## src/rtl/prog_signal_gen.sv

```systemverilog
// Programmable square/PWM source: period and high time in clock cycles, continuous or
// counted burst. New settings are staged and only take effect at a period boundary.
module prog_signal_gen #(
  parameter int CNT_W      = 24,
  parameter int BURST_W    = 16,
  parameter int DEF_PERIOD = 131072,
  parameter int DEF_HIGH   = 65536
) (
  input  logic               clk_i,
  input  logic               rst_i,
  input  logic               en_i,
  input  logic               load_i,
  input  logic [CNT_W-1:0]   period_i,
  input  logic [CNT_W-1:0]   high_i,
  input  logic [BURST_W-1:0] burst_i,
  output logic               signal_o,
  output logic               period_start_o,
  output logic               done_o,
  output logic               cfg_err_o,
  output logic               running_o
);

  typedef enum logic {S_IDLE = 1'b0, S_RUN = 1'b1} state_t;

  state_t state_q, state_d;

  logic [CNT_W-1:0]   cnt_q, cnt_d;
  logic [BURST_W-1:0] bcnt_q, bcnt_d;
  logic [CNT_W-1:0]   act_period_q, act_period_d, act_high_q, act_high_d;
  logic [BURST_W-1:0] act_burst_q, act_burst_d;
  logic [CNT_W-1:0]   pend_period_q, pend_period_d, pend_high_q, pend_high_d;
  logic [BURST_W-1:0] pend_burst_q, pend_burst_d;
  logic               pend_valid_q, pend_valid_d;
  logic               sig_q, sig_d, pstart_q, pstart_d, done_q, done_d, cfg_err_q, cfg_err_d;

  logic load_ok, go_run, advance, wrap, burst_end, take_pend;

  always_ff @(posedge clk_i or posedge rst_i) begin
    if (rst_i) state_q <= S_IDLE;
    else       state_q <= state_d;
  end

  always_ff @(posedge clk_i or posedge rst_i) begin
    if (rst_i) begin
      cnt_q         <= '0;
      bcnt_q        <= '0;
      act_period_q  <= CNT_W'(DEF_PERIOD);
      act_high_q    <= CNT_W'(DEF_HIGH);
      act_burst_q   <= '0;
      pend_period_q <= CNT_W'(DEF_PERIOD);
      pend_high_q   <= CNT_W'(DEF_HIGH);
      pend_burst_q  <= '0;
      pend_valid_q  <= 1'b0;
      sig_q         <= 1'b0;
      pstart_q      <= 1'b0;
      done_q        <= 1'b0;
      cfg_err_q     <= 1'b0;
    end else begin
      cnt_q         <= cnt_d;
      bcnt_q        <= bcnt_d;
      act_period_q  <= act_period_d;
      act_high_q    <= act_high_d;
      act_burst_q   <= act_burst_d;
      pend_period_q <= pend_period_d;
      pend_high_q   <= pend_high_d;
      pend_burst_q  <= pend_burst_d;
      pend_valid_q  <= pend_valid_d;
      sig_q         <= sig_d;
      pstart_q      <= pstart_d;
      done_q        <= done_d;
      cfg_err_q     <= cfg_err_d;
    end
  end

  always_comb begin
    state_d       = state_q;
    cnt_d         = cnt_q;
    bcnt_d        = bcnt_q;
    act_period_d  = act_period_q;
    act_high_d    = act_high_q;
    act_burst_d   = act_burst_q;
    pend_period_d = pend_period_q;
    pend_high_d   = pend_high_q;
    pend_burst_d  = pend_burst_q;
    pend_valid_d  = pend_valid_q;
    go_run        = 1'b0;
    advance       = 1'b0;
    wrap          = 1'b0;
    burst_end     = 1'b0;
    take_pend     = 1'b0;
    load_ok       = (period_i >= CNT_W'(2)) && (high_i <= period_i);

    unique case (state_q)
      S_IDLE: begin
        // A finished burst leaves a non-zero burst config active, so a fresh Load re-arms.
        if (en_i && ((act_burst_q == '0) || pend_valid_q)) begin
          go_run    = 1'b1;
          state_d   = S_RUN;
          cnt_d     = '0;
          bcnt_d    = '0;
          take_pend = pend_valid_q;
        end
      end
      S_RUN: begin
        if (!en_i) begin
          state_d = S_IDLE;
        end else if (cnt_q < act_period_q - CNT_W'(1)) begin
          advance = 1'b1;
          cnt_d   = cnt_q + CNT_W'(1);
        end else if ((act_burst_q != '0) &&
                     ((BURST_W+1)'(bcnt_q) + (BURST_W+1)'(1) == (BURST_W+1)'(act_burst_q))) begin
          burst_end = 1'b1;
          state_d   = S_IDLE;
        end else begin
          wrap   = 1'b1;
          cnt_d  = '0;
          bcnt_d = (bcnt_q == '1) ? bcnt_q : bcnt_q + BURST_W'(1);
          if (pend_valid_q) begin
            take_pend = 1'b1;
            bcnt_d    = '0;
          end
        end
      end
      default: state_d = S_IDLE;
    endcase

    if (take_pend) begin
      act_period_d = pend_period_q;
      act_high_d   = pend_high_q;
      act_burst_d  = pend_burst_q;
      pend_valid_d = 1'b0;
    end
    // Applied after the consume so a same-edge Load stays pending for the next boundary.
    if (load_i && load_ok) begin
      pend_period_d = period_i;
      pend_high_d   = high_i;
      pend_burst_d  = burst_i;
      pend_valid_d  = 1'b1;
    end
  end

  always_comb begin
    sig_d     = 1'b0;
    pstart_d  = 1'b0;
    done_d    = burst_end;
    cfg_err_d = load_i && !load_ok;
    if (go_run || wrap) begin
      pstart_d = 1'b1;
      sig_d    = (act_high_d != '0);
    end else if (advance) begin
      sig_d = (cnt_d < act_high_q);
    end
  end

  assign signal_o       = sig_q;
  assign period_start_o = pstart_q;
  assign done_o         = done_q;
  assign cfg_err_o      = cfg_err_q;
  assign running_o      = (state_q == S_RUN);

endmodule
```

## config.mk

```make
export PLATFORM = sky130hd
export DESIGN_NAME = prog_signal_gen
export DESIGN_NICKNAME = d
export VERILOG_FILES = /design/src/rtl/prog_signal_gen.sv
export SDC_FILE = /design/constraint.sdc
export NUM_CORES = 1
export LEC_CHECK = 0
export ABC_CLOCK_PERIOD_IN_PS = 11900
export CORE_MARGIN = 3
export CORE_UTILIZATION = 64
export DETAILED_ROUTE_END_ITERATION = 8
export PLACE_DENSITY_LB_ADDON = 0.05
export SLEW_MARGIN = 20
export SYNTH_ARGS = -nofsm -noshare
export SYNTH_HDL_FRONTEND = slang
export SYNTH_SLANG_ARGS = --single-unit
```

## constraint.sdc

```tcl
create_clock -name clk_i -period 11.9 [get_ports clk_i]
set_input_delay 2.975 -clock clk_i [delete_from_list [all_inputs] [get_ports clk_i]]
set_output_delay 2.975 -clock clk_i [all_outputs]
set_load 0.005 [all_outputs]
```

==> results of run 1 <==
==> flip-flops by register name, summed over array words and instances (netlist names) <==
signal and cells:
pend_high_q 24, cfg_err_o 1, done_o 1, cnt_q 24, signal_o 1, act_burst_q 16, act_high_q 24, bcnt_q 16
pend_burst_q 16, period_start_o 1, act_period_q 24, pend_valid_q 1, pend_period_q 24, running_o 1
==> cell usage in the layout, fill, tap and decap left out, types with 21 or more instances in the layout <==
master           synthesis  final
xor2_1                  21     21
dfrtp_1                170    170
ha_1                    73     73
mux2_2                  64     64
inv_1                   67     66
nand4_1                 28     28
nor4_1                  34     34
a21oi_1                 39     39
o21ai_0                 21     21
nand3_1                 28     28
mux2_4                  49     49
xnor2_1                 23     23
nand2_1                 64     63
clkdlybuf4s50_1          0     72
nor2_1                  44     44
==> worst max-delay path by stage <==
stage	to	slack (ps)	cells after the start
6_report	signal_o	5440	12
5_1_grt	signal_o	5270	14
2_1_floorplan	act_burst_q[0]	4210	1
3_3_place_gp	signal_o	5040	12
4_1_cts	signal_o	5500	12
3_5_place_dp	signal_o	5030	12
==> final cells by class <==
| class | count | area (um^2) | area share, % |
|---|---|---|---|
| Multi-Input combinational cell | 697 | 5640 | 47.4 |
| Sequential cell | 174 | 4360 | 36.7 |
| Timing Repair Buffer | 75 | 743 | 6.25 |
| Clock buffer | 17 | 425 | 3.58 |
| Tap cell | 216 | 270 | 2.27 |
| Inverter | 67 | 256 | 2.16 |
| Clock inverter | 15 | 194 | 1.63 |
==> layer usage <==
layer / GRT usage [%] / wire [um] / vias to the layer above
li1: - / - / 3715
met1: 44.6 / 12200 / 3907
met2: 43.7 / 11000 / 303
met3: 5.51 / 1540 / 44
met4: 8.34 / 469 / 0
met5: 0 / 0 / -
==> power groups by stage <==
stage | clock (mW) | combinational [mW] | sequential [mW]
final | 0.583 | 0.786 | 0.983
after global routing | 0.610 | 0.873 | 1.01
after CTS | 0.588 | 0.785 | 0.978
after detailed placement | 0 | 0.774 | 0.986
after global placement | 0 | 0.757 | 0.976
after floorplan | 0 | 0.639 | 0.889
==> metrics by stage <==
stage | util [%] | hold WS [ps]
4_1_cts | 74.5 | 491
2_1_floorplan | - | 459
3_3_place_gp | 70.7 | 468
6_report | 74.5 | 490
3_5_place_dp | 70.7 | 473
5_1_grt | 74.5 | 510
==> kinds of logic (layout without fill, tap and decap cells) <==
kind of cell	after synthesis	in the layout	synth area share, %
compound gates	163	163	10.8
xor+xnor	44	44	3.69
fa+ha+maj	73	73	8.75
buf+inv	106	174	4.38
flops	174	174	41.8
mux	133	133	16.1
simple gates	284	284	14.5
==> metrics.cfg, run 1 <==
[yosys]
yosys-top-cells-area=dfrtp_1 (41%), ha_1 (8.8%), mux2_4 (7.1%)
synthTopCellsByCount=dfrtp_1 (170), ha_1 (73), inv_1 (67), mux2_2 (64), nand2_1 (64)
ys_seq_area_share_pct=41.8
synth_most_common_cell=dfrtp_1
synthArstFlopShare_pct=100
synth-seq-cells=174
syn_area_um2=10400
syn_avg_cell_area_um2=10.7
yosysWarnings=0
synthFlopType=dfrtp_1
synth_top_area_share_pct=40.8
yosysTopAreaCell=dfrtp_1
yosysUniqueCellTypes=72
synth_fp_nets=1118
synth_edf_count=0
syn_inst=977

[die]
start_util_pct=65.4
coreArea_um2=15900
num_rows=46
dieArea_um2=17900
fp.dieW_um=134
die_y_um=134
ios=73

[cts]
cts_buffer_depth=2
cts_buffers=17
postCtsHoldBufs=0
cts_tree=yes
cts.htree.levels=4
clk_pin_slew_ps=80
cts-root-buf=clkbuf_16
cts-resized-gates=0
insertion_delay_ps=440
post_cts_buffers=0
cts_num_sinks=174

[global_routing]
grt_max_degree=106
grt_overflow_total=0
first_global_vias=7716
antenna_found_initial=0
grt_pass1_wl_um=41400
track_usage_pct=29.5

[sta]
period_share_pct=54.3
max_freq_ghz=0.155
tightestPinTransition_ps=1120
drv_slew=0
hold_viol=0
finalSetupViolations=0
skew_ps=12.5
setup_tns_ps=0
period_needed_ps=6460
slew_headroom_pct=25.6
rsz0062_at_grt=false
setup_ws_ps=5440

[worst_setup_path]
slowest_stage=nor2_1
cp_max_fo=11
rr_endpoint=signal_o
slowest_delay_ps=800
rr_worst_depth=24
start_kind=input pin
cp_top_family=simple AND/OR/NAND/NOR gates
arrival_ps=6770
path_cells=clkdlybuf4s50_1, o21a_1, nor2_1, nor2_1, nor2_1, a211o_1, ha_1, nand2_1, nor4_1, o311ai_0, o211ai_1, o31ai_1
cp.required_ps=12220
crit_buf_inv=1
r2r_setup_slack_ps=5740
reg2reg_from=act_period_q[0]
crit_type=in2reg
endpoint_kind=register
cp_common_cell=nor2_1
crit_start=en_i

[placement]
placed_area_um2=11300
io_buffers=72
dp_cells=1229
post-place-ws_ps=5030
globalplace.congestion=0.902
hpwl_um=18500

[final_layout]
fillers=1171
nets=1173
area_growth_pct=13.9
drive_above_1_share_pct=16.2
final_cell_area_um2=11900
antennaDiodeCount=0
finalNonFillerCells=1261

[routing]
wl_per_cell_um=20.0
drc_errors=0
ant_nets=0
vias_per_cell=6.32
drt_wl_total_um=25200
drt_pass1_iterations=7
drtIter0Drc=738
num_vias=7969

[power]
p_seq_share_pct=41.8
p_clk_share_pct=24.8
power_leakage_nw=5.25
internal_power_mw=1.49
power_mw=2.35
switchingPower_uw=860
p_per_area_nw_per_um2=198
comb_power_share_pct=33.4
p_sw_share_pct=36.6
irDropWorstVdd_mv=0.132

[hold_path]
holdPathEnd=act_burst_q[2]
hold-path-cell-count=1
hold_path.startpoint=pend_burst_q[2]
hold_class=reg2reg

[run_status]
status=finished clean

[job]
cap_violations=0

Power figures use the tool's default switching activity.
==> run 2: changes to the inputs <==
--- a/config.mk
+++ b/config.mk
@@ -5,9 +5,9 @@
 export SDC_FILE = /design/constraint.sdc
 export NUM_CORES = 1
 export LEC_CHECK = 0
-export ABC_CLOCK_PERIOD_IN_PS = 11900
+export ABC_CLOCK_PERIOD_IN_PS = 6200
 export CORE_MARGIN = 3
-export CORE_UTILIZATION = 64
+export CORE_UTILIZATION = 60
 export DETAILED_ROUTE_END_ITERATION = 8
 export PLACE_DENSITY_LB_ADDON = 0.05
 export SLEW_MARGIN = 20
==> constraint.sdc (replaced) <==
create_clock -name clk_i -period 6.2 [get_ports clk_i]
set_input_delay 1.55 -clock clk_i [delete_from_list [all_inputs] [get_ports clk_i]]
set_output_delay 1.55 -clock clk_i [all_outputs]
set_load 0.005 [all_outputs]
==> run 2 against run 1 <==
  * Register-to-register slack worse by 5200 ps
  * Sequential power increased by 92%
  * Critical path depth grew 15
  * Clock power increased by 87%
  * Hold slack better by 2.2 ps
  * Combinational power grew 96%
  * First-iteration DRC count decreased by 14%
  * Setup slack worse by 4900 ps
  * Sequential cell count did not move
  * Critical path type is now reg2reg
  * Largest cell class unchanged
  * Highest routed layer unchanged
==> metrics.cfg, run 2 (synthesized netlist as in run 1, its figures left out) <==
[cts]
cts_num_sinks=174
cts-root-buf=clkbuf_16
cts_buffers=17
cts_tree=yes
clk_pin_slew_ps=80
insertion_delay_ps=440
cts_buffer_depth=2
cts.htree.levels=4

[global_routing]
track_usage_pct=28.1
grt_max_degree=175
first_global_vias=7675
grt_pass1_wl_um=41200
grt_overflow_total=0
antenna_found_initial=0

[routing]
drtIter0Drc=635
dr_wl_met2_um=10800
dr_wl_met3_um=1500
top_layer=met4
vias_per_cell=6.23
drt-met1-wl_um=12500
num_vias=7920
drc_errors=0
drt_pass1_iterations=5
wl_per_cell_um=19.8
drt_wl_total_um=25200
ant_nets=0

[final_layout]
fillers=1252
final_cell_area_um2=12000
finalNonFillerCells=1272
nets=1180
regArea_um2=4360
final_cell_mix=dfrtp_1 (170), ha_1 (73), clkdlybuf4s50_1 (72)
final_common_cell=dfrtp_1
drive_above_1_share_pct=16.8
area_growth_pct=14.7
antennaDiodeCount=0
multi_input_area_um2=5640

[sta]
tightestPinTransition_ps=937
drv_slew=0
setup_tns_ps=0
skew_ps=8.73
finalSetupViolations=0
period_share_pct=90.6
max_freq_ghz=0.178
slew_headroom_pct=37.5
period_needed_ps=5610
finalHoldWorstSlack_ps=492
rsz0062_at_grt=false
hold_viol=0

[worst_setup_path]
slowest_delay_ps=420
start_kind=register
arrival_ps=5950
slowest_stage=dfrtp_1
endpoint_kind=register
cp_max_fo=10
cp.required_ps=6540
crit_type=reg2reg
reg2reg_from=act_period_q[0]
crit_start=act_period_q[0]

[hold_path]
hold_class=reg2reg
hold_path.startpoint=pend_burst_q[5]

[die]
start_util_pct=62.0
fp.dieW_um=138
ios=73
dieArea_um2=19000
coreArea_um2=16800
num_rows=47
die_y_um=138

[job]
cap_violations=0

[power]
p_per_area_nw_per_um2=378
power_leakage_nw=5.29
irDropWorstVdd_mv=0.340

[placement]
hpwl_um=18600
io_buffers=72
placed_area_um2=11300
dp_cells=1240
globalplace.congestion=0.923

[run_status]
status=finished clean

==> run 2: cell count changes in the layout (fill, tap and decap cells not counted), sizes merged <==
cell	before	now
buf	3	10
bufinv	1	0
inv	75	74
clkinv	5	6
clkinvlp	1	2
==> run 2: layer usage <==
metal  GRT usage [%]  vias to the layer above
met3            5.04                       34
met4            7.52                        0
met5               0                        -
met1            44.2                     3867
met2            39.9                      288
li1                -                     3731
==> run 2: power breakdown <==
part           total (mW)  internal, mW  switching, mW
combinational        1.54         0.829          0.714
clock                1.09         0.552          0.542
sequential           1.89          1.47          0.420
total                4.53          2.85           1.68
==> run 2: final timing paths <==
check                      cells past startpoint  slack (ps)          endpoint
hold reg to reg                                1         490    act_burst_q[5]
min in group asynchronous                      3        1700   pend_burst_q[7]
setup / recovery                              27         590          signal_o
setup reg to reg                              27         590          signal_o
hold / removal                                 1         490    act_burst_q[5]
max in group asynchronous                      3        3800  act_period_q[20]
==> run 2: timing repair <==
item / 4_1_cts / 5_1_grt
setup endpoints to repair: 0 / 1
hold buffers: 0 / 0
buffers inserted: 0 / 0
gates resized for setup: 0 / 2
==> run 2: critical path, delay by kind of cell, from the launching register on <==
| family | cells | cell delay [ps] |
|---|---|---|
| AO/OA/AOI/OAI | 12 | 1900 |
| XOR/XNOR | 1 | 150 |
| adder cells (fa/ha/maj) | 3 | 770 |
| buffers and inverters | 2 | 330 |
| flip-flops | 1 | 420 |
| AND/OR/NAND/NOR | 9 | 1920 |
==> run 2: area by class of cell <==
type | count | area share, %
Multi-Input combinational cell | 697 | 47.1
Timing Repair Buffer | 82 | 6.86
Sequential cell | 174 | 36.4
Tap cell | 220 | 2.30
Inverter | 67 | 2.13
Clock inverter | 15 | 1.57
Clock buffer | 17 | 3.56
==> run 2: per-stage QoR <==
stage,util [%],power (mW),worst slack [ps]
floorplan,-,2.93,1170
global placement,67.4,3.36,729
detailed placement,67.4,3.41,556
CTS,71.1,4.51,487
global route,71.1,4.80,98.3
finish,71.1,4.53,585
==> run 3: changes to the inputs <==
--- a/config.mk
+++ b/config.mk
@@ -6,10 +6,14 @@
 export NUM_CORES = 1
 export LEC_CHECK = 0
 export ABC_CLOCK_PERIOD_IN_PS = 6200
+export CELL_PAD_IN_SITES_DETAIL_PLACEMENT = 1
+export CELL_PAD_IN_SITES_GLOBAL_PLACEMENT = 1
 export CORE_MARGIN = 3
-export CORE_UTILIZATION = 60
+export CORE_UTILIZATION = 48
 export DETAILED_ROUTE_END_ITERATION = 8
+export MAX_ROUTING_LAYER = met4
 export PLACE_DENSITY_LB_ADDON = 0.05
+export RECOVER_POWER = 100
 export SLEW_MARGIN = 20
 export SYNTH_ARGS = -nofsm -noshare
 export SYNTH_HDL_FRONTEND = slang
==> run 3 against run 2 <==
  * The run now ends with max-capacitance violations, max-slew violations left
  * Cell area decreased by 0.32%
  * Cell count increased by 4.7%
  * First-iteration DRC count decreased by 26%
  * Critical endpoint is now act_high_q[11]
  * Largest cell class unchanged
  * Sequential power about the same
  * Setup slack improved by 17 ps
  * Register-to-register slack improved by 20 ps
  * Hold slack improved by 1.1 ps
  * Non-clock buffer count increased by 5
  * Global-route usage decreased by 1.5 points
==> metrics.cfg, run 3 (synthesized netlist as in run 1, its figures left out) <==
[run_status]
status=complete, but fails checks
violations=max-capacitance violations, max-slew violations

[job]
cap_violations=5

[sta]
hold_viol=0
drv_slew=248
period_needed_ps=5600
finalSetupViolations=0
rsz0062_at_grt=false
setup_tns_ps=0
skew_ps=14.9
period_share_pct=90.3
max_freq_ghz=0.179
slew_headroom_pct=-122
tightestPinTransition_ps=3320

[power]
power_leakage_nw=5.19
irDropWorstVdd_mv=0.182
p_per_area_nw_per_um2=378

[worst_setup_path]
start_kind=register
cp_top_family=simple AND/OR/NAND/NOR gates
cp.required_ps=6520
endpoint_kind=register
crit_type=reg2reg
slowest_stage=a21oi_1
slowest_delay_ps=1200
arrival_ps=5910
cp_common_cell=nand2_1
crit_buf_inv=2
cp_max_fo=28
path_cells=inv_1, ha_1, nor3b_1, nand2_1, nor3b_2, nand2_1, nor2_1, nand3b_1, xor2_1, ha_1, nand3_1, nor3_1, o2111ai_1, nand2_1, o21ai_2, a21oi_1, buf_12, mux2_1

[routing]
drtIter0Drc=473
drc_errors=0
drt_pass1_iterations=7
drt_wl_total_um=29800
wl_per_cell_um=22.4
num_vias=8066
ant_nets=0
vias_per_cell=6.06

[global_routing]
grt_pass1_wl_um=48200
grt_overflow_total=0
antenna_found_initial=0
track_usage_pct=26.6
first_global_vias=8428
grt_max_degree=73

[placement]
globalplace.congestion=0.900
io_buffers=72
dp_cells=1299
hpwl_um=22200

[cts]
cts_buffers=17
cts_tree=yes
cts.htree.levels=4
cts_num_sinks=174
insertion_delay_ps=440
cts_buffer_depth=2
clk_pin_slew_ps=80
cts-root-buf=clkbuf_16

[die]
coreArea_um2=21200
num_rows=53
dieArea_um2=23500
die_y_um=153
start_util_pct=49.2
ios=73
fp.dieW_um=153

[hold_path]
hold_class=reg2reg

[final_layout]
area_growth_pct=14.3
final_cell_mix=dfrtp_1 (170), ha_1 (73), inv_1 (66)
drive_above_1_share_pct=12.9
nets=1185
finalNonFillerCells=1332
final_common_cell=dfrtp_1
antennaDiodeCount=0

==> run 3: cell count changes in the layout (fill, tap and decap cells not counted), moves of 4 or more <==
cell and change:
clkdlybuf4s50_1 -7, dlygate4sd3_1 +7, inv_12 +4, mux2_1 +43, mux2_4 -43
==> run 3: repair_timing <==
item | CTS | global route
gates resized for setup | 0 | 3
setup endpoints to repair | 0 | 1
hold buffers | 0 | 0
setup buffers | 0 | 0
==> run 3: cell type report <==
class / instances / area (um^2)
Fill cell: 2333 / 9300
Multi-Input combinational cell: 697 / 5460
Sequential cell: 174 / 4360
Timing Repair Buffer: 87 / 865
Clock buffer: 17 / 425
Tap cell: 275 / 344
Inverter: 67 / 253
Clock inverter: 15 / 216
==> run 3: worst paths after layout <==
kind	from	end	slack, ps	cells past startpoint
setup / recovery	act_period_q[0]	act_high_q[11]	600	18
hold / removal	pend_burst_q[5]	act_burst_q[5]	490	1
setup reg to reg	act_period_q[0]	act_high_q[11]	600	18
hold reg to reg	pend_burst_q[5]	act_burst_q[5]	490	1
max in group asynchronous	rst_i	cnt_q[17]	860	3
min in group asynchronous	rst_i	pend_burst_q[3]	1590	2
==> run 3: per-stage QoR <==
stage	utilization, %	instance area, um^2	total power, mW	worst slack [ps]	hold WS, ps
2_1_floorplan	-	10400	2.93	1170	459
3_3_place_gp	54.1	11500	3.43	522	471
3_5_place_dp	54.1	11500	3.51	350	481
4_1_cts	57.2	12100	4.69	287	499
5_1_grt	56.2	11900	4.79	54.8	511
6_report	56.2	11900	4.51	602	493
==> run 3: metal layers <==
layer | vias up | track usage (%) | share of wire (%)
met2 | 184 | 39.8 | 45
met4 | 0 | 4.96 | 1.3
met5 | - | - | 0
met3 | 32 | 4.73 | 4.0
li1 | 3725 | - | -
met1 | 4125 | 38.5 | 50
==> run 3: worst register-to-register path: stages, from the launching register on <==
cell	delay, ps
dfrtp_1	420
inv_1	80
ha_1	170
nor3b_1	320
nand2_1	180
nor3b_2	290
nand2_1	190
nor2_1	170
nand3b_1	100
xor2_1	160
ha_1	300
nand3_1	90
nor3_1	320
o2111ai_1	280
nand2_1	290
o21ai_2	240
a21oi_1	1200
buf_12	310
mux2_1	370
==> run 3: power by group <==
part	switching (mW)	leakage [nW]	total (mW)	internal (mW)
registers	0.426	2.13	1.89	1.47
logic	0.760	2.75	1.46	0.703
clock network	0.583	0.309	1.15	0.568
